## config.mk

```make
export PLATFORM = sky130hd
export DESIGN_NAME = mod_acc_1481
export DESIGN_NICKNAME = d
export VERILOG_FILES = /design/src/rtl/mod_acc_1481.sv
export SDC_FILE = /design/constraint.sdc
export NUM_CORES = 1
export LEC_CHECK = 0
export CAP_MARGIN = 40
export CORE_MARGIN = 2
export CORE_UTILIZATION = 40
export CTS_CLUSTER_SIZE = 12
export DETAILED_ROUTE_END_ITERATION = 10
export PLACE_DENSITY = 0.6
export SYNTH_ARGS = -nofsm -noshare
export SYNTH_HDL_FRONTEND = slang
export SYNTH_SLANG_ARGS = --single-unit
```

## constraint.sdc

```tcl
create_clock -name clk -period 15.43 [get_ports clk]
set_clock_uncertainty 0.1 [all_clocks]
set_input_delay 4.629 -clock clk [delete_from_list [all_inputs] [get_ports clk]]
set_output_delay 4.629 -clock clk [all_outputs]
set_load 0.1 [all_outputs]
```

## src/rtl/mod_acc_1481.sv

```systemverilog
// mod_acc_1481: streaming frame sum modulo 1481 with beat count and range flag.
// Ports: clk/rst; din_r/din_valid/din_last/din_ready in; dout_* / err_range out.
module mod_acc_1481 #(
  parameter int CNT_W = 16
) (
  input  logic             clk,
  input  logic             rst,
  input  logic [10:0]      din_r,
  input  logic             din_valid,
  input  logic             din_last,
  output logic             din_ready,
  output logic [10:0]      dout_sum,
  output logic [CNT_W-1:0] dout_count,
  output logic             dout_valid,
  input  logic             dout_ready,
  output logic             err_range
);

  localparam logic [11:0] MOD = 12'd1481;

  typedef enum logic {
    ACC  = 1'b0,
    HOLD = 1'b1
  } state_t;

  state_t           r_state;
  logic [10:0]      r_acc;
  logic [CNT_W-1:0] r_cnt;
  logic             r_err;

  logic             w_take;
  logic             w_rng;
  logic [11:0]      w_din;
  logic [11:0]      w_v;
  logic [11:0]      w_s;
  logic [11:0]      w_s_red;
  logic [10:0]      w_acc_next;
  logic [CNT_W-1:0] w_cnt_next;

  assign din_ready = (r_state == ACC) && !rst;
  assign w_take    = din_valid && din_ready;

  // One conditional subtraction per stage: inputs top out at 2047
  // and the accumulator stays below 1481, so both stages fit 12 bits.
  assign w_din      = {1'b0, din_r};
  assign w_rng      = w_din >= MOD;
  assign w_v        = w_rng ? w_din - MOD : w_din;
  assign w_s        = {1'b0, r_acc} + w_v;
  assign w_s_red    = (w_s >= MOD) ? w_s - MOD : w_s;
  assign w_acc_next = w_s_red[10:0];
  assign w_cnt_next = r_cnt + 1'b1;

  always_ff @(posedge clk) begin
    if (rst) begin
      r_state    <= ACC;
      r_acc      <= '0;
      r_cnt      <= '0;
      r_err      <= 1'b0;
      dout_sum   <= '0;
      dout_count <= '0;
      err_range  <= 1'b0;
      dout_valid <= 1'b0;
    end else begin
      unique case (r_state)
        ACC: begin
          if (w_take) begin
            if (din_last) begin
              dout_sum   <= w_acc_next;
              dout_count <= w_cnt_next;
              err_range  <= r_err | w_rng;
              dout_valid <= 1'b1;
              r_state    <= HOLD;
              r_acc      <= '0;
              r_cnt      <= '0;
              r_err      <= 1'b0;
            end else begin
              r_acc <= w_acc_next;
              r_cnt <= w_cnt_next;
              r_err <= r_err | w_rng;
            end
          end
        end
        HOLD: begin
          if (dout_ready) begin
            dout_valid <= 1'b0;
            r_state    <= ACC;
          end
        end
        default: r_state <= ACC;
      endcase
    end
  end

endmodule

```

# [Word-level counts from Yosys, hierarchy flattened]
# Index checks and enable logic that the tools add are counted.
[word_totals] inputBits=16 ff_bits=58 out_inout_bits=30 word_cells=38
[classes] n_reduce_logical=6 mux=13 n_lt_le_gt_ge=2 bitwise_logic=2 eq_ne=3 add_sub_neg=4
[ops] op="11-bit two-way mux" count=2
[ops] op="16-bit by 1-bit adder with 16-bit output, second input constant" count=1
[ops] op="16-bit two-way mux" count=1
[ops] op="11-bit by 12-bit adder with 12-bit output" count=1
[ops] op="12-bit by 11-bit greater-or-equal comparator with 1-bit output, second input constant" count=1
[ops] op="12-bit two-way mux" count=1
[ops] op="11-bit by 11-bit subtractor with 12-bit output, second input constant" count=1
[ops] op="11-bit greater-or-equal comparator, second input constant" count=1
[ops] op="11-bit subtractor, second input constant" count=1
[ops] op="1-bit two-way mux" count=7
[ops] op="2-bit inequality test, second input constant" count=3
[ops] op="3-bit AND reduction" count=2
[ops] op="1-bit case mux with 2 select lines" count=2
[ops] op="1-bit logical AND" count=2
[ops] op="2-bit AND reduction" count=1
[ops] op="1-bit logical NOT" count=1
[ops] op="1-bit NOT" count=1
[ops] op="1-bit OR" count=1

# [Depth between registers and ports, before layout]
# Gate-level depths: netlist of run 1.
[depth] word_depth=6 depth_mapped=19 depth_no_buf=18

# [Worst setup path before layout of run 1]
# OpenSTA, ideal clock, no wires.
[synth_path] path_type="input to output" from="input port rst" to="output port din_ready" stages=1 setup_slack_ns=4.723 n_path_buf=0 required_ns=10.701 t_arrival_ns=5.978 path_cell_list="nor2_1"
[synth_via] elab_chain_cells=2
[synth_rtl] element="from (decl)" line="7" rtl="input logic rst,"
[synth_rtl] element="1-bit logical NOT" line="40" rtl="assign din_ready = (r_state == ACC) && !rst;"
[synth_rtl] element="1-bit logical AND" line="40"
[synth_rtl] element="to (decl)" line="11" rtl="output logic din_ready,"
# No other way between the ends.

# [Worst setup path in the final report of run 1]
# Ends and elaborated chain as after synthesis.

==> results of run 1 <==
## power groups by stage
stage	Combinational (mW)	Sequential (mW)	Clock [mW]
after floorplan	0.262	0.268	0
after global placement	0.427	0.193	0
after detailed placement	0.471	0.193	0
after CTS	0.474	0.190	0.158
after global routing	0.516	0.192	0.167
final	0.476	0.190	0.155
## logic make-up (layout without fill, tap and decap cells)
logic type                 Yosys count  after routing  synth area share
and+or+nand+nor                    177            177             0.233
AOI/OAI and AO/OA                  147            147             0.274
DFF                                 58             58             0.310
buffers and inverters               37            111            0.0400
xor gates and xnor gates            31             31            0.0744
adders and majority gates           19             19            0.0654
muxes                                1              1           0.00300
## registers in the layout, indices dropped and copies added (netlist names)
register	cells
dout_count	16
r_cnt	16
dout_sum	11
r_acc	11
dout_valid	1
err_range	1
r_err	1
r_state	1
## layout by cell type, fill, tap and decap left out, types with 3 or more instances in the layout
master / instances
a21o_1: 4
or4_1: 6
and3_1: 18
nand2b_1: 6
inv_1: 12
buf_8: 31
o311ai_1: 3
nor3_1: 16
nand3_1: 24
nand3b_1: 3
ha_1: 18
o211ai_1: 14
nor2_1: 44
a21oi_1: 22
buf_4: 5
and2_1: 4
a32oi_1: 5
a31oi_1: 4
xor2_1: 6
nand2_1: 40
o21a_1: 4
dfxtp_1: 58
a22oi_1: 14
a211o_1: 4
or3_1: 4
o21ai_0: 43
o21ai_1: 3
clkbuf_8: 10
clkdlybuf4s50_1: 45
nor2b_1: 3
xnor2_1: 24
## routing by layer
layer  share of wire  wire length (um)  vias to the layer above  global-route usage
li1                -                 -                     1870                   -
met1            0.51              5110                     1724               0.302
met2            0.45              4500                       54               0.321
met3           0.032               321                        7              0.0465
met4          0.0067                67                        0              0.0411
met5               0                 0                        -                   0
## critical path: cells and delay by family
family                 cells  cell delay [ns]
buffers and inverters      3             1.58
AND/OR/NAND/NOR            1             0.44
## path summary, 6_finish.rpt
kind / startpoint / end / slack (ns) / cells past startpoint
setup / recovery: rst / din_ready / 4.05 / 4
hold reg to reg: r_state / r_state / 0.35 / 2
hold / removal: r_state / r_state / 0.35 / 2
setup reg to reg: r_acc[0] / dout_sum[8] / 11.42 / 12
## stage by stage
step | util | area (um^2) | total power [mW] | instances | hold WS, ns
finish | 0.546 | 4990 | 0.821 | 655 | 0.346
global route | 0.546 | 4990 | 0.875 | 655 | 0.388
CTS | 0.546 | 4990 | 0.822 | 655 | 0.352
detailed placement | 0.522 | 4770 | 0.664 | 639 | 0.342
global placement | 0.466 | 4260 | 0.620 | 605 | 0.343
floorplan | - | 3750 | 0.530 | 470 | 0.323
## final cells by class
class                           count  area, um^2
Multi-Input combinational cell    375        2440
Tap cell                          111         139
Sequential cell                    58        1160
Fill cell                         856        4160
Clock buffer                       11         141
Inverter                           12        45.0
Clock inverter                      5        77.6
Timing Repair Buffer               83         992
==> qor.yml, run 1 <==
run_status:
  outcome: "complete, no violations"
timing:
  min_period_ns: 11.38
  slew_viol_final: 0
  relSlewSlack: 0.422
  fmax_mhz: 87.9
  fin_setup_tns_ns: 0
  hold_viol: 0
  tightest_slew_ns: 0.858
  finalSetupViolations: 0
  fin_crit_sh: 0.738
  fin_ws_ns: 4.05
  rsz0062_at_grt: "false"
cells_and_area:
  area_delta_synth_final_pct: 33.2
  antenna_cells: 0
  nets: 574
  drive_above_1_share: 0.129
worst_setup_path:
  cp_common_cell: "clkdlybuf4s50_1"
  crit_path_end_kind: "primary output"
  required_ns: 10.70
  worst_path_largest_cell_delay_ns: 0.80
  crit_path_start_kind: "input port"
  cp_max_fo: 20
  critical_path_class: "in2out"
  arrival_ns: 6.65
  slowest_stage: "clkdlybuf4s50_1"
  worstPathCellList: "clkdlybuf4s50_1 -> nor2_1 -> clkdlybuf4s50_1 -> buf_8"
cts:
  cts_num_sinks: 58
  ctsRootBufferMaster: "clkbuf_8"
  cts_tree: "built"
  cts_setup_buffers: 0
  clk_pin_slew_worst_paths_ns: 0.07
  htreeDepth: 3
  cts_buffers: 9
  ctsResizeCount: 0
  clockBufferDepth: 2
  postCtsHoldBufs: 0
  clk_latency_ns: 0.33
power_and_ir_drop:
  clkPwrFrac: 0.189
  p_sw_mw: 0.388
  pwr_density_cell_mw_per_mm2: 164
  p_comb_frac: 0.580
  worst_ir_drop_vdd_mv: 0.0953
  internal_power_mw: 0.433
  power.share.switching: 0.472
  p_seq_frac: 0.231
  p_leak_nw: 1.92
floorplanning:
  start_util: 0.410
  ios: 46
  fp.coreArea_mm2: 0.00915
  dieWidth_um: 101
  num_rows: 35
  die_h_um: 101
  fp.dieArea_mm2: 0.0102
yosys:
  synth_most_common_cell: "dfxtp_1"
  yosysSeqAreaShare: 0.310
  synth_nets: 505
  ys.warnings.count: 0
  synth_top_area_share: 0.310
  synth_cell_types: 60
  yosysTopAreaCell: "dfxtp_1"
  synth-edff-count: 0
  netlist_area_mm2: 0.00375
  synthFlopType: "dfxtp_1"
  synth_cells: 470
  netlist_top_cells_area: "dfxtp_1, ha_1, o21ai_0"
  async_flop_share: 0
  synth_seq_cells: 58
  synth_common_cells: "dfxtp_1, nor2_1, o21ai_0, nand2_1"
  syn_avg_cell_area_um2: 7.98
place:
  dp_hpwl_mm: 7.53
  gp_congestion: 0.778
  dp_slack_ns: 4.03
  port_buffers: 45
routing:
  wl_per_cell_um: 15.3
  vias: 3655
  dr.first_iter.drc_count: 205
  drt-vias-per-instance: 5.58
  drcViolationCount: 0
  ant_nets: 0
  finalWirelength_mm: 10.0
  dr.pass1.iters: 4
global_routing:
  grt_antenna_before_repair: 0
  grt_pass1_wl_mm: 17.1
  gr-total-overflow: 0
  track_usage: 0.209
  grt_max_degree: 28
  grt_pass1_vias: 3471
job:
  maxCapViolations: 0
min_path:
  min_path_type: "reg2reg"
Power figures use the tool's default switching activity.
==> run 2, diff against run 1 <==
--- a/config.mk
+++ b/config.mk
@@ -10,7 +10,7 @@
 export CORE_UTILIZATION = 40
 export CTS_CLUSTER_SIZE = 12
 export DETAILED_ROUTE_END_ITERATION = 10
-export PLACE_DENSITY = 0.6
+export PLACE_DENSITY = 0.62
 export SYNTH_ARGS = -nofsm -noshare
 export SYNTH_HDL_FRONTEND = slang
 export SYNTH_SLANG_ARGS = --single-unit
==> constraint.sdc (replaced) <==
create_clock -name clk -period 9.9 [get_ports clk]
set_clock_uncertainty 0.1 [all_clocks]
set_input_delay 2.97 -clock clk [delete_from_list [all_inputs] [get_ports clk]]
set_output_delay 2.97 -clock clk [all_outputs]
set_load 0.1 [all_outputs]
==> run 2 against run 1 <==
  * Via count is 1.9% higher
  * Critical path depth stayed put
  * Setup slack worse by 2.2 ns
  * Non-clock buffer count stayed put
  * Sequential cell count stayed put
  * Register-to-register slack worse by 5.2 ns
  * Cell count stayed put
  * Utilization is 0.26 points higher
  * Routed wire length is 0.45% lower
  * Combinational power is 55% higher
  * Die area stayed put
  * First-iteration DRC count is 20% higher
==> qor.yml, run 2 (synthesis gave the netlist of run 1 again) <==
floorplanning:
  fp.coreArea_mm2: 0.00915  # unchanged
  start_util: 0.410  # unchanged
  ios: 46  # unchanged
  die_h_um: 101  # unchanged
  num_rows: 35  # unchanged
  fp.dieArea_mm2: 0.0102  # unchanged
  dieWidth_um: 101  # unchanged
routing:
  drt-vias-per-instance: 5.68  # was 5.58
  finalWirelength_mm: 9.95  # was 10.0 mm
  wl_per_cell_um: 15.2  # was 15.3 um
  drcViolationCount: 0  # unchanged
  dr.first_iter.drc_count: 246  # was 205
  ant_nets: 0  # unchanged
  vias: 3723  # was 3655
  dr.pass1.iters: 4  # unchanged
place:
  dp_hpwl_mm: 7.34  # was 7.53 mm
  port_buffers: 45  # unchanged
  gp_congestion: 0.815  # was 0.778
  place_area_mm2: 0.00477  # about the same
  place_inst: 639  # unchanged
global_routing:
  gr-total-overflow: 0  # unchanged
  grt_pass1_wl_mm: 16.8  # was 17.1 mm
  grt_pass1_vias: 3518  # was 3471
  grt_antenna_before_repair: 0  # unchanged
  grt_max_degree: 28  # unchanged
  track_usage: 0.205  # was 0.209
cts:
  htreeDepth: 3  # unchanged
  clk_pin_slew_worst_paths_ns: 0.06  # was 0.07 ns
  postCtsHoldBufs: 0  # unchanged
  clockBufferDepth: 2  # unchanged
  clk_latency_ns: 0.34  # was 0.33 ns
  cts_num_sinks: 58  # unchanged
  cts_buffers: 9  # unchanged
  ctsResizeCount: 0  # unchanged
  ctsRootBufferMaster: "clkbuf_8"  # unchanged
  cts_tree: "built"  # unchanged
  cts_setup_buffers: 0  # unchanged
timing:
  worst_hold_slack_ns: 0.353  # was 0.346 ns
  rsz0062_at_grt: "false"  # unchanged
  fmax_mhz: 125
  fin_setup_tns_ns: 0  # unchanged
  finalSetupViolations: 0  # unchanged
  relSlewSlack: 0.450  # was 0.422
  slew_viol_final: 0  # unchanged
  min_period_ns: 8.02
  hold_viol: 0  # unchanged
  fin_crit_sh: 0.810
  tightest_slew_ns: 0.816  # was 0.858 ns
worst_setup_path:
  required_ns: 6.83  # was 10.70 ns
  cp_max_fo: 20  # unchanged
  worst_path_largest_cell_delay_ns: 0.80  # about the same
  critical_path_class: "in2out"  # unchanged
  worst-r2r-cell-count: 12  # unchanged
  arrival_ns: 4.95  # was 6.65 ns
  crit_path_start_kind: "input port"  # unchanged
  worstPathCellList: "clkdlybuf4s50_1 -> nor2_1 -> clkdlybuf4s50_1 -> buf_8"  # unchanged
  cp_common_cell: "clkdlybuf4s50_1"  # unchanged
  crit-reg2reg-launch: "r_acc[0]"  # unchanged
  rr_endpoint: "r_acc[0]"  # was dout_sum[8]
  crit_path_end_kind: "primary output"  # unchanged
  slowest_stage: "clkdlybuf4s50_1"  # unchanged
  ff2ff_setup_slack_ns: 6.23  # was 11.42 ns
cells_and_area:
  largestRegisters: "dout_count: 16 flops, r_cnt: 16 flops"  # unchanged
  nets: 574  # unchanged
  area_delta_synth_final_pct: 33.8  # was 33.2%
  instances_no_fill: 655  # unchanged
  final_cell_mix: "dfxtp_1, clkdlybuf4s50_1, nor2_1, o21ai_0, nand2_1"  # unchanged
  antenna_cells: 0  # unchanged
  drive_above_1_share: 0.131  # was 0.129
  final_common_cell: "dfxtp_1"  # unchanged
  post-route-cell-area_mm2: 0.00502  # was 0.00499 mm^2
power_and_ir_drop:
  worst_ir_drop_vdd_mv: 0.149  # was 0.0953 mV
  p_leak_nw: 1.94  # was 1.92 nW
  pwr_density_cell_mw_per_mm2: 261  # was 164 mW/mm^2
  total_power_mw: 1.31  # was 0.821 mW
job:
  maxCapViolations: 0  # unchanged
run_status:
  outcome: "complete, no violations"  # unchanged
min_path:
  hold_end: "r_state"  # unchanged
  hp-start: "r_state"  # unchanged
  whs_path_depth: 2  # unchanged
  min_path_type: "reg2reg"  # unchanged
-- run 2: cell count changes in the layout (fill, tap and decap cells not counted) --
| cell | previous run | this run |
|---|---|---|
| buf_8 | 31 | 33 |
| clkinvlp_4 | 1 | 0 |
| buf_6 | 1 | 0 |
| clkbuf_1 | 1 | 0 |
| buf_16 | 1 | 0 |
| bufinv_16 | 2 | 3 |
| clkbuf_8 | 10 | 11 |
-- run 2: final cells by class --
type,instances,area [um^2]
fillers,814,4140
multi-input cells,375,2440
flip-flops and latches,58,1160
repair buffers,83,983
clock buffers,11,151
well taps,111,139
clock inverters,5,100
inverters,12,45.0
-- run 2: worst max path at each step --
stage | endpoint | cells past startpoint | slack [ns] | start
global route | dout_sum[8] | 18 | 1.58 | din_r[0]
finish | din_ready | 4 | 1.88 | rst
global placement | din_ready | 3 | 1.50 | rst
CTS | din_ready | 4 | 1.89 | rst
floorplan | din_ready | 1 | 2.51 | rst
detailed placement | r_acc[0] | 19 | 1.67 | din_r[0]
-- run 2: per-stage QoR --
stage / setup slack (ns) / utilization
after floorplan: 2.51 / -
after global routing: 1.58 / 0.548
final: 1.88 / 0.548
after CTS: 1.89 / 0.548
after detailed placement: 1.67 / 0.521
after global placement: 1.50 / 0.466
-- run 2: power by group --
part           switching (mW)  leakage, nW  internal, mW
Combinational           0.481         1.34         0.257
Sequential             0.0261        0.471         0.270
Clock                  0.0944        0.129         0.180
-- run 2: routing by layer --
layer,GRT usage,vias to the layer above,share of wire
li1,-,1865,-
met1,0.285,1746,0.49
met2,0.312,91,0.44
met3,0.0437,21,0.047
met4,0.0759,0,0.023
met5,0,-,0
-- run 2: worst max-delay path: cells and delay by family --
kind	cells	cell delay, ns
AND/OR/NAND/NOR	1	0.40
buffers and inverters	3	1.57
==> run 3, diff against run 2 <==
==> constraint.sdc (replaced) <==
create_clock -name clk -period 6.4 [get_ports clk]
set_clock_uncertainty 0.1 [all_clocks]
set_input_delay 1.92 -clock clk [delete_from_list [all_inputs] [get_ports clk]]
set_output_delay 1.92 -clock clk [all_outputs]
set_load 0.1 [all_outputs]
==> run 3 against run 2 <==
  * Sequential power rose by 55%
  * Worst hold slack worse by 0.0028 ns
  * Sequential share of layout area decreased by 1.0 points
  * Power up 65%
==> qor.yml, run 3 (synthesis gave the netlist of run 1 again) <==
run_status:
  outcome: "complete, no violations"  # unchanged
global_routing:
  grt_antenna_before_repair: 0  # unchanged
  track_usage: 0.222  # was 0.205
  grt_pass1_wl_mm: 18.3  # was 16.8 mm
  grt_max_degree: 40  # was 28
  gr-total-overflow: 0  # unchanged
  grt_pass1_vias: 3847  # was 3518
worst_setup_path:
  slowest_stage: "clkdlybuf4s50_1"  # unchanged
  crit_path_start_kind: "input port"  # unchanged
  worstPathCellList: "clkdlybuf4s50_1 -> inv_1 -> ha_1 -> nand2b_1 -> o21ai_0 -> a21boi_0 -> o21ai_1 -> o21ai_0 -> ha_1 -> a21o_1 -> a311o_1 -> a21oi_1 -> o2bb2ai_1 -> a311oi_2 -> a2111oi_4 -> buf_4 -> or3_1 -> a32o_1"  # was clkdlybuf4s50_1 -> nor2_1 -> clkdlybuf4s50_1 -> buf_8
  arrival_ns: 6.27  # was 4.95 ns
  cp_max_fo: 5  # was 20
  ff2ff_setup_slack_ns: 3.24  # was 6.23 ns
  critical_path_class: "in2reg"  # was in2out
  required_ns: 6.53  # was 6.83 ns
  crit_path_end_kind: "flip-flop"  # was primary output
  critPathBufInv: 3  # unchanged
  rr_endpoint: "r_acc[0]"  # unchanged
  crit-reg2reg-launch: "r_acc[1]"  # was r_acc[0]
  worst-r2r-cell-count: 10  # was 12
  worst_path_largest_cell_delay_ns: 0.50  # was 0.80 ns
  cp_top_family: "compound AO/OA/AOI/OAI gates"  # was buffers and inverters
floorplanning:
  fp.dieArea_mm2: 0.0102  # unchanged
  start_util: 0.410  # unchanged
  dieWidth_um: 101  # unchanged
  num_rows: 35  # unchanged
  ios: 46  # unchanged
  die_h_um: 101  # unchanged
  fp.coreArea_mm2: 0.00915  # unchanged
cts:
  cts_num_sinks: 58  # unchanged
  ctsRootBufferMaster: "clkbuf_8"  # unchanged
  cts_buffers: 9  # unchanged
  cts_setup_buffers: 0  # unchanged
  clockBufferDepth: 2  # unchanged
  clk_pin_slew_worst_paths_ns: 0.07  # was 0.06 ns
  clk_latency_ns: 0.33  # was 0.34 ns
  cts_tree: "built"  # unchanged
  postCtsHoldBufs: 0  # unchanged
  htreeDepth: 3  # unchanged
timing:
  rsz0062_at_grt: "true"  # was false
  slew_viol_final: 0  # unchanged
  min_period_ns: 6.14
  finalSetupViolations: 0  # unchanged
  fmax_mhz: 163
  hold_viol: 0  # unchanged
  relSlewSlack: 0.412  # was 0.450
  tightest_slew_ns: 0.881  # was 0.816 ns
  fin_crit_sh: 0.960
cells_and_area:
  largestRegisters: "dout_count: 16 flops, r_cnt: 16 flops"  # unchanged
  antenna_cells: 0  # unchanged
  nets: 614  # was 574
  final_common_cell: "dfxtp_1"  # unchanged
  drive_above_1_share: 0.193  # was 0.131
  area_delta_synth_final_pct: 39.9  # was 33.8%
  instances_no_fill: 695  # was 655
  final_cell_mix: "dfxtp_1, buf_4, nor2_1, clkdlybuf4s50_1, o21ai_0"  # was dfxtp_1, clkdlybuf4s50_1, nor2_1, o21ai_0, nand2_1
power_and_ir_drop:
  pwr_density_cell_mw_per_mm2: 411  # was 261 mW/mm^2
  worst_ir_drop_vdd_mv: 0.272  # was 0.149 mV
  p_leak_nw: 2.09  # was 1.94 nW
  total_power_mw: 2.16  # was 1.31 mW
routing:
  drt-vias-per-instance: 5.62  # was 5.68
  wl_per_cell_um: 15.6  # was 15.2 um
  dr.first_iter.drc_count: 239  # was 246
  ant_nets: 0  # unchanged
  dr.pass1.iters: 5  # was 4
  vias: 3903  # was 3723
  drcViolationCount: 0  # unchanged
  finalWirelength_mm: 10.8  # was 9.95 mm
place:
  gp_congestion: 0.889  # was 0.815
  port_buffers: 45  # unchanged
  place_inst: 679  # was 639
  dp_hpwl_mm: 8.05  # was 7.34 mm
min_path:
  hold_end: "r_state"  # unchanged
  whs_path_depth: 2  # unchanged
  hp-start: "r_state"  # unchanged
  min_path_type: "reg2reg"  # unchanged
job:
  maxCapViolations: 0  # unchanged
==> run 3: cell types whose count changed in the layout (fill, tap and decap cells not counted), moves of 2 or more <==
cell,previous run,this run
clkinvlp_4,0,2
bufinv_16,3,0
buf_4,5,48
buf_8,33,31
==> run 3: final cells by class <==
type / instances / area (um^2)
Clock inverter: 5 / 30.0
Sequential cell: 58 / 1160
Inverter: 12 / 45.0
Timing Repair Buffer: 123 / 1270
Tap cell: 111 / 139
Multi-Input combinational cell: 375 / 2460
Clock buffer: 11 / 141
Fill cell: 806 / 3910
==> run 3: how the worst max path moves through the flow <==
stage	startpoint	to	slack, ns	depth (start not counted)
after floorplan	din_r[0]	r_acc[0]	0.72	18
after global routing	din_r[0]	dout_sum[9]	-0.04	20
final	din_r[0]	r_acc[0]	0.26	18
after CTS	din_r[0]	r_acc[0]	0.19	18
after detailed placement	din_r[0]	r_acc[0]	-0.15	18
after global placement	din_r[0]	r_acc[0]	0.1	18
==> run 3: power by group <==
part	switching (mW)	internal, mW	leakage (nW)
Combinational	0.823	0.576	1.53
Sequential	0.0420	0.418	0.471
Clock	0.149	0.149	0.0851
==> run 3: stage by stage <==
step	worst slack [ns]	instance area [um^2]	util	hold WS [ns]	setup TNS, ns
after floorplan	0.725	3750	-	0.323	0
after global placement	0.0976	4580	0.501	0.333	0
after detailed placement	-0.153	5050	0.552	0.347	-1.08
after CTS	0.186	5220	0.570	0.359	0
final	0.256	5240	0.573	0.350	0
after global routing	-0.0417	5240	0.573	0.392	-0.0902
==> run 3: timing repair <==
action,in CTS,in global routing
resized for setup,0,5
endpoints found under the setup margin,0,20
hold endpoints to repair,0,0
==> run 3: layer usage <==
metal / GRT usage / routed length (um) / vias up
met5: 0 / 0 / -
met4: 0.0717 / 204 / 0
met3: 0.0388 / 536 / 13
met2: 0.357 / 4950 / 130
met1: 0.301 / 5120 / 1809
li1: - / - / 1951
==> run 3: tightest hold or removal path, stage by stage, from the launching register on <==
cell and delay (ns):
dfxtp_1 0.31, nand2_1 0.05, nand2_1 0.04
==> patch, RTL diff (settings of run 1) <==
`CNT_W`: 16 -> 32.
--- a/src/rtl/mod_acc_1481.sv
+++ b/src/rtl/mod_acc_1481.sv
@@ -2,5 +2,5 @@
 // Ports: clk/rst; din_r/din_valid/din_last/din_ready in; dout_* / err_range out.
 module mod_acc_1481 #(
-  parameter int CNT_W = 16
+  parameter int CNT_W = 32
 ) (
   input  logic             clk,
Ports: changed (resized dout_count); port bits go from 46 to 62. The function was not compared with the original's and may differ.
==> patch against run 1 <==
Critical path type unchanged. Area after synthesis rose by 41%. Register-to-register slack better by 0.33 ns. Power decreased by 2.0%. Die area increased by 39%. Count of clock-buffer cells in the layout shrank 1. Critical endpoint unchanged. Final area up 40%. Sequential cell count up 32. First-iteration DRC count is 75% higher. Worst setup slack better by 0.34 ns. Largest cell class unchanged. Via count up 41%. Wire length up 38%. Non-clock buffer count rose by 30.
==> patch: results (changes against run 1) <==
[run_status]
status = finished clean

[layout]
fill_cells = 1180  ; +38%
final_layout_size_suffix_gt1_share_pct = 11.9  ; -1.0 points
nets = 780  ; +36%
reg_top3 = dout_count (32), r_cnt (32)
stdcell_count = 922  ; +41%

[global_routing]
grt_pass1_wl_um = 23700  ; +39%
globalRouteTotalUtil_pct = 20.0  ; -0.92 points
antenna_found_initial = 0  ; unchanged
grt_pass1_vias = 4978  ; +43%
grt_max_degree = 51  ; +82%

[setup_path]
r2r_slack_ns = 11.75  ; +0.33 ns
reg2reg_depth = 9  ; -3
critical_path.max_fanout = 35  ; +75%
r2r-end = r_acc[0]$_SDFFE_PP0P_
r2r-start = r_acc[1]$_SDFFE_PP0P_
endpoint = din_ready
worst_ep_arrival_time_ns = 6.32  ; -0.33 ns

[route]
firstDrtPassIters = 6  ; +2
viasPerCell = 5.58  ; about the same
dr.first_iter.drc_count = 358  ; +75%
post_drt_wl_per_cell_um = 15.0  ; -1.7%

[clock_tree]
ctsHoldBuffers = 0  ; unchanged
clockRootBuffer = clkbuf_16
numCtsBuffers = 9  ; unchanged
insertion_delay_ns = 0.35  ; +0.02 ns

[placed_design]
dpl.cell_count = 906  ; +42%
hpwl_um = 9910  ; +32%
gp_congestion = 0.840  ; +8.0%
port_buffers = 61  ; +36%

[pwr]
vdd_ir_drop_max_mv = 0.0529  ; -44%
total_leakage_power_nw = 2.60  ; +36%

[logic_synthesis]
synth-xor-area-share_pct = 7.64  ; +0.20 points
yosys-top-cells-count = dfxtp_1, o21ai_0, nor2_1
synthAdderAreaFrac_pct = 4.65  ; -1.9 points
postSynthAreaPerCell_um2 = 7.97  ; -0.12%
synth.area.top_cells = dfxtp_1, o21ai_0, xnor2_1
synth.distinct_cells = 73  ; +22%
syn-num-nets = 697  ; +38%
yosysSeqAreaShare_pct = 34.2  ; +3.2 points
synth_compound_area_share_pct = 23.3  ; -4.1 points
synth.mux.area_fraction_pct = 0.996  ; +0.70 points

[sta]
slew_headroom_pct = 42.8  ; +0.62 points

==> patch: changes by cell type after synthesis, sizes merged, moves of 6 or more <==
cell and change:
nand4 +6, nand3 +33, nand2 +10, nor3 -6, dfxtp +32, clkbuf +18
xnor2 +8, o21ai +18, or3 +14, o211ai -9, a21oi +17, nor2 +19
xor2 +7
==> patch: power breakdown <==
part           internal (mW)  leakage (nW)  switching, mW
combinational          0.119          1.74          0.214
sequential             0.247         0.728         0.0120
clock                  0.115         0.136         0.0972
==> patch: through the flow <==
stage          worst slack (ns)  cell area, um2  hold slack (ns)
2_1_floorplan              4.56            5270            0.323
3_3_place_gp               4.02            5980            0.333
3_5_place_dp               4.37            6690            0.353
4_1_cts                    4.36            6980            0.363
5_1_grt                    4.27            6980            0.375
6_report                   4.39            6980            0.361
==> patch: worst min path at each step <==
stage                                   from            endpoint  cells past startpoint
after floorplan           r_state$_SDFF_PP0_  r_state$_SDFF_PP0_                      2
after global placement    r_state$_SDFF_PP0_  r_state$_SDFF_PP0_                      2
after detailed placement  r_state$_SDFF_PP0_  r_state$_SDFF_PP0_                      2
after CTS                 r_state$_SDFF_PP0_  r_state$_SDFF_PP0_                      2
after global routing      r_state$_SDFF_PP0_  r_state$_SDFF_PP0_                      2
final                     r_state$_SDFF_PP0_  r_state$_SDFF_PP0_                      2
==> patch: final cells by class <==
cell class | count | area share (%)
Clock buffer | 10 | 3.43
Sequential cell | 90 | 25.8
Clock inverter | 6 | 0.717
Tap cell | 172 | 3.09
Multi-Input combinational cell | 514 | 46.5
Inverter | 17 | 0.915
Timing Repair Buffer | 113 | 19.5
==> patch: layer usage <==
| metal | vias up | track usage [%] | part of all wire, % | wire (um) |
|---|---|---|---|---|
| li1 | 2559 | - | - | - |
| met1 | 2405 | 26.3 | 46 | 6430 |
| met2 | 154 | 32.8 | 46 | 6410 |
| met3 | 23 | 3.26 | 5.3 | 736 |
| met4 | 0 | 7.51 | 1.8 | 255 |
| met5 | - | 0 | 0 | 0 |
==> patch: cell families after synthesis <==
family	count (synthesis)
mux	5
buf+inv	58
xor+xnor	46
flops	90
fa+ha+maj	19
compound gates	185
simple gates	259
==> patch: critical path: stages <==
cell and delay, ns:
clkdlybuf4s50_1 0.39, buf_4 0.25, nor2_1 0.26, clkdlybuf4s50_1 0.57, buf_8 0.20
